File: src/rtl/timer_share_arbiter_if.sv
// Bundle between the timer share arbiter, its requesting sequencers and the
// shared TimeParameters/Timer1Hz pair.
interface timer_share_arbiter_if #(
  parameter int NUM_REQ = 3
);
  logic [NUM_REQ-1:0]   req;
  logic [2*NUM_REQ-1:0] reqInterval;
  logic [NUM_REQ-1:0]   grant;
  logic [NUM_REQ-1:0]   done;
  logic                 startTimer;
  logic [1:0]           interval;
  logic                 expired;
  logic                 busy;

  modport slave (
    input  req, reqInterval, expired,
    output grant, done, startTimer, interval, busy
  );

  modport master (
    output req, reqInterval, expired,
    input  grant, done, startTimer, interval, busy
  );
endinterface

File: src/rtl/timer_share_arbiter.sv
// Round-robin owner of the single shared 1 Hz timer: loads the winner's
// interval, fires one start pulse and returns the expiry as a one-cycle done.
module timer_share_arbiter #(
  parameter int NUM_REQ = 3,
  parameter int IDX_W   = 2
) (
  input  logic                  clock,
  input  logic                  reset,
  timer_share_arbiter_if.slave  bus
);

  typedef enum logic [1:0] {
    IDLE = 2'd0,
    LOAD = 2'd1,
    RUN  = 2'd2,
    DONE = 2'd3
  } state_t;

  state_t             state_r;
  logic [IDX_W-1:0]   rr_ptr_r;
  logic [IDX_W-1:0]   winner_r;
  logic [IDX_W:0]     pick_s;
  logic               pick_valid_s;
  logic [IDX_W-1:0]   pick_idx_s;
  logic [1:0]         pick_interval_s;

  // First asserted request at or after ptr; the wrap uses a compare-and-subtract
  // so non-power-of-two requester counts are handled.
  function automatic logic [IDX_W:0] rr_pick(input logic [NUM_REQ-1:0] r,
                                             input logic [IDX_W-1:0]   ptr);
    logic [IDX_W:0]   res;
    logic [IDX_W-1:0] idx;
    int               sum;
    res = '0;
    for (int k = NUM_REQ - 1; k >= 0; k--) begin
      sum = int'(ptr) + k;
      sum = (sum >= NUM_REQ) ? (sum - NUM_REQ) : sum;
      idx = IDX_W'(sum);
      if (r[idx]) begin
        res = {1'b1, idx};
      end
    end
    return res;
  endfunction

  function automatic logic [IDX_W-1:0] next_idx(input logic [IDX_W-1:0] w);
    return (int'(w) >= NUM_REQ - 1) ? '0 : IDX_W'(int'(w) + 1);
  endfunction

  function automatic logic [NUM_REQ-1:0] one_hot(input logic [IDX_W-1:0] w);
    logic [NUM_REQ-1:0] oh;
    for (int i = 0; i < NUM_REQ; i++) begin
      oh[i] = (i == int'(w)) ? 1'b1 : 1'b0;
    end
    return oh;
  endfunction

  function automatic logic [1:0] interval_of(input logic [2*NUM_REQ-1:0] ri,
                                             input logic [IDX_W-1:0]     w);
    logic [1:0] iv;
    iv = 2'b00;
    for (int i = 0; i < NUM_REQ; i++) begin
      if (i == int'(w)) begin
        iv = ri[2*i +: 2];
      end
    end
    return iv;
  endfunction

  // Round-robin candidate for the next grant.
  always_comb begin
    pick_s          = rr_pick(bus.req, rr_ptr_r);
    pick_valid_s    = pick_s[IDX_W];
    pick_idx_s      = pick_s[IDX_W-1:0];
    pick_interval_s = interval_of(bus.reqInterval, pick_idx_s);
  end

  // Arbitration FSM with all outputs registered.
  always_ff @(posedge clock or negedge reset) begin
    if (!reset) begin
      state_r        <= IDLE;
      rr_ptr_r       <= '0;
      winner_r       <= '0;
      bus.grant      <= '0;
      bus.done       <= '0;
      bus.startTimer <= 1'b0;
      bus.interval   <= 2'b00;
      bus.busy       <= 1'b0;
    end else begin
      case (state_r)
        IDLE: begin
          bus.done       <= '0;
          bus.startTimer <= 1'b0;
          if (pick_valid_s) begin
            winner_r     <= pick_idx_s;
            bus.interval <= pick_interval_s;
            bus.grant    <= one_hot(pick_idx_s);
            bus.busy     <= 1'b1;
            state_r      <= LOAD;
          end else begin
            bus.grant    <= '0;
            bus.busy     <= 1'b0;
            state_r      <= IDLE;
          end
        end
        LOAD: begin
          // Any expiry seen here belongs to the previous owner's timer run.
          bus.startTimer <= 1'b1;
          state_r        <= RUN;
        end
        RUN: begin
          bus.startTimer <= 1'b0;
          if (bus.expired) begin
            bus.done <= one_hot(winner_r);
            state_r  <= DONE;
          end else if (!bus.req[winner_r]) begin
            bus.grant <= '0;
            bus.busy  <= 1'b0;
            rr_ptr_r  <= next_idx(winner_r);
            state_r   <= IDLE;
          end else begin
            state_r   <= RUN;
          end
        end
        DONE: begin
          bus.done  <= '0;
          bus.grant <= '0;
          bus.busy  <= 1'b0;
          rr_ptr_r  <= next_idx(winner_r);
          state_r   <= IDLE;
        end
        default: begin
          state_r        <= IDLE;
          bus.grant      <= '0;
          bus.done       <= '0;
          bus.startTimer <= 1'b0;
          bus.busy       <= 1'b0;
        end
      endcase
    end
  end

endmodule

File: src/flat_wrapper.sv
// flat-port wrapper written by rule: the top's interface ports become plain ports
module timer_share_arbiter_flat 
#(
  parameter int NUM_REQ = 3,
  parameter int IDX_W   = 2
)
  (clock, reset, bus_req, bus_reqInterval, bus_expired, bus_grant, bus_done, bus_startTimer, bus_interval, bus_busy);
  timer_share_arbiter_if #(.NUM_REQ(NUM_REQ)) bus_i ();
  input  logic clock;
  input  logic reset;
  input wire logic [$bits(bus_i.req)-1:0] bus_req;
  input wire logic [$bits(bus_i.reqInterval)-1:0] bus_reqInterval;
  input wire logic [$bits(bus_i.expired)-1:0] bus_expired;
  output wire logic [$bits(bus_i.grant)-1:0] bus_grant;
  output wire logic [$bits(bus_i.done)-1:0] bus_done;
  output wire logic [$bits(bus_i.startTimer)-1:0] bus_startTimer;
  output wire logic [$bits(bus_i.interval)-1:0] bus_interval;
  output wire logic [$bits(bus_i.busy)-1:0] bus_busy;
  assign bus_i.req = bus_req;
  assign bus_i.reqInterval = bus_reqInterval;
  assign bus_i.expired = bus_expired;
  assign bus_grant = bus_i.grant;
  assign bus_done = bus_i.done;
  assign bus_startTimer = bus_i.startTimer;
  assign bus_interval = bus_i.interval;
  assign bus_busy = bus_i.busy;
  timer_share_arbiter #(.NUM_REQ(NUM_REQ), .IDX_W(IDX_W)) u_core (.clock(clock), .reset(reset), .bus(bus_i));
endmodule
File: config.mk
export PLATFORM = sky130hd
export DESIGN_NAME = timer_share_arbiter_flat
export DESIGN_NICKNAME = d
export VERILOG_FILES = /design/src/rtl/timer_share_arbiter_if.sv /design/src/rtl/timer_share_arbiter.sv /design/src/flat_wrapper.sv
export SDC_FILE = /design/constraint.sdc
export NUM_CORES = 1
export LEC_CHECK = 0
export CORE_MARGIN = 2
export CORE_UTILIZATION = 49
export CTS_CLUSTER_DIAMETER = 50
export DETAILED_ROUTE_END_ITERATION = 7
export PLACE_DENSITY_LB_ADDON = 0.15
export SLEW_MARGIN = 20
export SYNTH_ARGS = -nofsm -noshare
export SYNTH_HDL_FRONTEND = slang
export SYNTH_SLANG_ARGS = --single-unit
File: constraint.sdc
create_clock -name clock -period 2.1 [get_ports clock]
set_clock_uncertainty 0.05 [all_clocks]
set_input_delay 0.315 -clock clock [delete_from_list [all_inputs] [get_ports clock]]
set_output_delay 0.315 -clock clock [all_outputs]
set_load 0.05 [all_outputs]
==> flow_summary_export.csv, run 1 <==
group,metric,value,unit
clock_tree,clkSinkCount,16,
sta,fmax,510,MHz
logic_synthesis,netlist_instances,95,
placement,place.gp.congestion,0.814,
logic_synthesis,synth_fp_nets,114,
power,ir_drop,0.876,mV
sta,finalHoldViolations,0,
logic_synthesis,ys_ff_latch,16,
clock_tree,insertion_delay,0.29,ns
setup_path,rr_endpoint,"u_core.bus.grant[1]$_DFFE_PN0P_",
final_layout,final_net_count,140,
placement,placed_area,1220,µm²
power,p_seq_share,24.8,%
sta,rsz0062_at_grt,"false",
global_route,grt_overflow_total,0,
clock_tree,hold_buffers,0,
setup_path,crit_cells,7,
setup_path,endpoint,"u_core.bus.grant[1]$_DFFE_PN0P_",
sta,finalSetupViolations,0,
routing,dr.pass1.iters,4,
clock_tree,cts_root_buffer,"clkbuf_4",
die,fp.dieArea,2430,µm²
sta,finalSetupTns,0,ns
power,power.leakage,0.562,nW
placement,hpwlAfterDp,1580,µm
die,start_util,51.9,%
die,dieWidth,49.3,µm
routing,dr_total_vias,836,
routing,ant_nets,0,
final_layout,final_cells,146,
power,p_switching,1.02,mW
setup_path,cp_slowest_cell,"o311a_1",
setup_path,cp-start-kind,"register",
placement,portBuffers,21,
clock_tree,htree_num_levels,1,
setup_path,arrival,2.10,ns
min_path,hp-class,"in -> async",
setup_path,path_cells,"inv_1 -> ha_2 -> nand2b_4 -> nor3b_2 -> o311a_1 -> buf_4 -> a22o_1",
global_route,grt_max_degree,17,
setup_path,r2r_start,"u_core.rr_ptr_r[0]$_DFFE_PN0P_",
sta,min_period,1.96,ns
setup_path,worstRegToRegCells,7,
global_route,grt_pass1_vias,802,
clock_tree,path_clk_slew,0.09,ns
sta,slew_viol_final,0,
routing,drtIter0Drc,9,
setup_path,endpoint_kind,"register",
power,p_per_area,1660,nW/µm²
routing,wl_per_cell,14.3,µm
sta,post-route-period-util,93.4,%
power,switching_share,47.9,%
sta,slew_headroom,53.1,%
logic_synthesis,syn-cell-area,1010,µm²
setup_path,reg2reg_slack,0.14,ns
setup_path,required,2.23,ns
global_route,antenna_found_initial,0,
die,ios,22,
setup_path,cp_num_buf_inv,2,
die,die_h,49.3,µm
routing,drc,0,
power,clkPwrFrac,7.4,%
final_layout,fin_area,1290,µm²
final_layout,syn2layout_area_growth,28.1,%
routing,wl,2090,µm
power,finalPower,2.14,mW
setup_path,cp_top_family,"compound AO/OA/AOI/OAI gates",
logic_synthesis,yosysUniqueCellTypes,36,
clock_tree,cts_buffers,3,
power,internal-power,1.11,mW
final_layout,fin_util,66.4,%
sta,worst_pin_slew,0.701,ns
final_layout,diodes,0,
die,rows,16,
logic_synthesis,ys_warn_count,0,
clock_tree,cts_tree,"done",
die,core_region_area,1940,µm²
setup_path,slowest_delay,0.40,ns
global_route,grt_pass1_wl,3660,µm
setup_path,critPathMaxFanout,6,
power,p_comb_share,67.8,%
final_layout,drive_gt1_share,12.6,%
placement,place_inst,140,
setup_path,crit_start,"u_core.rr_ptr_r[0]$_DFFE_PN0P_",
global_route,grtUsageTotal,19.8,%
logic_synthesis,ys_seq_area_share,39.8,%
routing,vias_per_cell,5.73,
job,maxCapViolCount,0,
outcome,outcome,"complete, no violations",
clock_tree,clockBufferDepth,2,
logic_synthesis,synth_area_per_cell,10.6,µm²
setup_path,crit_type,"reg -> reg",
==> sequential cells by signal, indices dropped and copies added, names as in the netlist <==
register               count
u_core.bus.interval        2
u_core.bus.busy            1
u_core.bus.done            3
u_core.rr_ptr_r            2
u_core.winner_r            2
u_core.state_r             2
u_core.bus.grant           3
u_core.bus.startTimer      1
==> cells in the mapped netlist <==
master | count | area share (%)
dfrtp_1 | 16 | 40
mux2i_1 | 8 | 8.0
nor2_1 | 8 | 3.0
ha_1 | 7 | 8.7
inv_1 | 7 | 2.6
a22o_1 | 4 | 3.5
nand2_1 | 4 | 1.5
a31oi_1 | 3 | 1.9
nand2b_1 | 3 | 1.9
a21o_1 | 2 | 1.5
a22oi_1 | 2 | 1.5
a32o_1 | 2 | 2.0
buf_6 | 2 | 2.2
mux2_1 | 2 | 2.2
nand3_1 | 2 | 0.99
nor2b_1 | 2 | 1.2
o21ai_1 | 2 | 0.99
a21boi_1 | 1 | 0.75
a21oi_1 | 1 | 0.50
and2_1 | 1 | 0.62
clkbuf_1 | 1 | 0.37
nand2_2 | 1 | 0.62
nand2b_2 | 1 | 0.87
nand3b_1 | 1 | 0.75
nor3_2 | 1 | 0.99
nor3b_1 | 1 | 0.75
nor3b_2 | 1 | 1.2
nor4_4 | 1 | 2.1
o21bai_1 | 1 | 0.75
o221ai_1 | 1 | 0.87
o22ai_1 | 1 | 0.62
o311a_1 | 1 | 0.99
o311ai_2 | 1 | 1.6
o31a_1 | 1 | 0.87
o31ai_1 | 1 | 0.75
or2_1 | 1 | 0.62
==> per-layer routing <==
layer / global-route usage (%) / part of all wire [%] / up-vias / routed length [µm]
met1: 24.1 / 46 / 411 / 970
met4: 9.05 / 2.0 / 0 / 42
met3: 5.52 / 4.3 / 7 / 90
met5: 0 / 0 / - / 0
met2: 32.2 / 47 / 20 / 988
li1: - / - / 398 / -
==> through the flow <==
| step | hold WS [ns] | setup WS (ns) |
|---|---|---|
| finish | 0.392 | 0.139 |
| global route | 0.464 | 0.0161 |
| CTS | 0.423 | 0.0725 |
| detailed placement | 0.423 | 0.104 |
| global placement | 0.412 | 0.131 |
| floorplan | -0.0306 | 0.341 |
==> cells in the final DEF, fill, tap and decap left out, drive strengths merged, types with 2 or more instances in the layout <==
master         instances
nor2                   8
buf                    2
clkbuf                 3
o31a                   2
inv                    7
a22o                   4
a31oi                  3
nor3b                  2
ha                     7
clkdlybuf4s50         21
a21o                   2
nor2b                  2
nand3                  2
nand2b                 4
o21ai                  2
mux2                   2
nand2                  5
dfrtp                 16
a22oi                  2
a32o                   2
mux2i                  8
==> worst min-delay path by stage <==
stage                                 from                           to  slack, ns  depth (start not counted)
5_1_grt        u_core.bus.busy$_DFFE_PN0P_  u_core.bus.busy$_DFFE_PN0P_       0.46                          1
4_1_cts                              reset  u_core.state_r[0]$_DFF_PN0_       0.42                          1
2_1_floorplan                        reset  u_core.bus.busy$_DFFE_PN0P_      -0.03                          0
3_3_place_gp   u_core.bus.busy$_DFFE_PN0P_  u_core.bus.busy$_DFFE_PN0P_       0.41                          1
3_5_place_dp   u_core.bus.busy$_DFFE_PN0P_  u_core.bus.busy$_DFFE_PN0P_       0.42                          1
6_report                             reset  u_core.state_r[0]$_DFF_PN0_       0.39                          1
==> final cells by class <==
type                            instances  area [µm²]
Fill cell                             162         652
Multi-Input combinational cell         70         582
Sequential cell                        16         400
Timing Repair Buffer                   23         225
Tap cell                               27        33.8
Inverter                                7        26.3
Clock buffer                            3        22.5
==> logic make-up (layout without fill, tap and decap cells) <==
kind of cell / Yosys count / in the layout / synth area share [%]
adders and majority gates: 7 / 7 / 8.70
DFF: 16 / 16 / 39.8
muxes: 10 / 10 / 10.2
and+or+nand+nor: 28 / 28 / 17.1
AOI/OAI and AO/OA: 24 / 25 / 19.0
buffers and inverters: 10 / 33 / 5.22
==> timing repair <==
| item | 4_1_cts | 5_1_grt |
|---|---|---|
| endpoints found under the setup margin | 0 | 7 |
| gates resized for setup | 0 | 4 |
| buffers inserted | 0 | 2 |
==> power groups by stage <==
| stage | Combinational (mW) | Sequential [mW] | Clock [mW] |
|---|---|---|---|
| finish | 1.45 | 0.529 | 0.159 |
| floorplan | 0.841 | 0.756 | 0 |
| global route | 1.58 | 0.549 | 0.175 |
| CTS | 1.34 | 0.529 | 0.161 |
| detailed placement | 1.34 | 0.536 | 0 |
| global placement | 1.32 | 0.530 | 0 |
Power figures use the tool's default switching activity.
==> inputs of run 2 (changes only) <==
--- a/config.mk
+++ b/config.mk
@@ -9,7 +9,7 @@
 export CORE_UTILIZATION = 49
 export CTS_CLUSTER_DIAMETER = 50
 export DETAILED_ROUTE_END_ITERATION = 7
-export PLACE_DENSITY_LB_ADDON = 0.15
+export PLACE_DENSITY = 0.77
 export SLEW_MARGIN = 20
 export SYNTH_ARGS = -nofsm -noshare
 export SYNTH_HDL_FRONTEND = slang
==> flow_summary_export.csv, run 2 (synthesis results as in run 1) <==
group,metric,value,unit
outcome,outcome,"complete, no violations",
routing,wl,2040,µm
power,p_comb_share,65.7,%
routing,drc,0,
global_route,grt_overflow_total,0,
power,internal-power,1.13,mW
clock_tree,clkSinkCount,16,
sta,finalSetupViolations,0,
routing,route.met2.wl,908,µm
routing,wl_met3,64,µm
power,p_switching,996,µW
global_route,grt_pass1_wl,3390,µm
die,die_h,49.3,µm
final_layout,final_cells,146,
setup_path,crit_type,"reg -> reg",
clock_tree,insertion_delay,0.28,ns
clock_tree,cts_buffers,3,
power,p_seq_share,24.9,%
final_layout,drive_gt1_share,12.6,%
setup_path,arrival,2.12,ns
clock_tree,htree_num_levels,1,
die,ios,22,
clock_tree,clockBufferDepth,2,
power,p_per_area,1650,nW/µm²
die,core_region_area,1940,µm²
min_path,hp-class,"in -> async",
setup_path,slowest_delay,0.44,ns
setup_path,required,2.22,ns
sta,finalSetupTns,0,ns
global_route,antenna_found_initial,0,
sta,slew_viol_final,0,
clock_tree,path_clk_slew,0.09,ns
placement,portBuffers,21,
global_route,grt_pass1_vias,746,
routing,dr.pass1.iters,4,
die,start_util,51.9,%
placement,place.gp.congestion,0.820,
setup_path,critPathMaxFanout,6,
final_layout,diodes,0,
final_layout,top_regs,"u_core.bus.done (3), u_core.bus.grant (3)",
sta,post-route-period-util,95.4,%
die,fp.dieArea,2430,µm²
routing,dr_total_vias,803,
clock_tree,cts_root_buffer,"clkbuf_4",
placement,post-place-ws,0.0856,ns
clock_tree,cts_tree,"done",
power,power.leakage,0.561,nW
sta,fmax,499,MHz
setup_path,path_cells,"inv_1 -> ha_2 -> nand2b_1 -> nor3b_2 -> o311a_1 -> a22oi_2 -> a31oi_1",
placement,hpwlAfterDp,1560,µm
sta,rsz0062_at_grt,"false",
routing,met1_length,1010,µm
placement,place_inst,140,
routing,vias_per_cell,5.50,
job,maxCapViolCount,0,
setup_path,cp-start-kind,"register",
power,switching_share,46.9,%
sta,finalHoldViolations,0,
final_layout,final_common_cell,"clkdlybuf4s50_1",
routing,wl_per_cell,14.0,µm
sta,worst_pin_slew,0.699,ns
routing,routed.top_layer,"met4",
power,ir_drop,0.959,mV
power,clkPwrFrac,9.4,%
routing,drtIter0Drc,13,
global_route,grtUsageTotal,17.7,%
sta,holdWs,0.397,ns
die,dieWidth,49.3,µm
sta,min_period,2.00,ns
final_layout,fill_cells,154,
final_layout,final_net_count,139,
sta,setup_ws,0.0967,ns
clock_tree,hold_buffers,0,
final_layout,syn2layout_area_growth,27.7,%
die,rows,16,
setup_path,cp_slowest_cell,"o311a_1",
sta,slew_headroom,53.3,%
setup_path,endpoint_kind,"register",
final_layout,most-common-layout-cells,"21 x clkdlybuf4s50_1, 16 x dfrtp_1, 8 x mux2i_1, 8 x nor2_1, 7 x inv_1",
routing,ant_nets,0,
global_route,grt_max_degree,17,
final_layout,fin_util,66.2,%
## run 2: cell count changes in the layout (fill, tap and decap cells not counted), sizes merged
cell / delta
clkbuf: +1
o31a: -1
## run 2: routing by layer
layer / vias to the layer above / GRT usage [%]
met1: 388 / 25.8
met5: - / 0
li1: 393 / -
met2: 16 / 26.1
met3: 6 / 3.07
met4: 0 / 6.67
## run 2: area by class of cell
cell class                      count  area (µm²)  share of cell area [%]
Clock buffer                        4        36.3                    2.82
Multi-Input combinational cell     69         564                    43.9
Inverter                            7        26.3                    2.04
Sequential cell                    16         400                    31.1
Tap cell                           27        33.8                    2.63
Timing Repair Buffer               23         225                    17.5
## run 2: path summary, 6_finish.rpt
path / from / endpoint / slack (ns) / cells past startpoint
worst max-delay path: u_core.rr_ptr_r[0]$_DFFE_PN0P_ / u_core.bus.interval[0]$_DFFE_PN0P_ / 0.1 / 7
worst min-delay path: reset / u_core.rr_ptr_r[0]$_DFFE_PN0P_ / 0.40 / 1
worst max register to register: u_core.rr_ptr_r[0]$_DFFE_PN0P_ / u_core.bus.interval[0]$_DFFE_PN0P_ / 0.1 / 7
worst min register to register: u_core.bus.busy$_DFFE_PN0P_ / u_core.bus.busy$_DFFE_PN0P_ / 0.44 / 1
max in group asynchronous: reset / u_core.winner_r[0]$_DFFE_PN0P_ / 1.16 / 1
min in group clock: u_core.bus.busy$_DFFE_PN0P_ / u_core.bus.busy$_DFFE_PN0P_ / 0.44 / 1
## run 2: power by group through the flow
stage               logic (mW)  clock network [mW]  registers, mW
CTS                       1.34               0.201          0.531
global route              1.52               0.216          0.549
global placement          1.32                   0          0.530
finish                    1.40               0.200          0.529
detailed placement        1.33                   0          0.537
floorplan                0.841                   0          0.756
## run 2: through the flow
stage,area [µm²],power [mW]
3_3_place_gp,1220,1.85
3_5_place_dp,1220,1.87
6_report,1290,2.13
2_1_floorplan,1010,1.60
4_1_cts,1260,2.07
5_1_grt,1290,2.28
## run 2: timing repair
action                                  CTS  global route
buffers inserted                          0             2
endpoints found under the setup margin    0             8
hold endpoints to repair                  0             0
gates resized for setup                   0             3
## run 2: critical path, delay by kind of cell, from the launching register on
family / cells / cell delay [ns]
adder cells (fa/ha/maj): 1 / 0.38
AO/OA/AOI/OAI: 3 / 0.76
AND/OR/NAND/NOR: 2 / 0.24
flip-flops: 1 / 0.38
buffers and inverters: 1 / 0.07
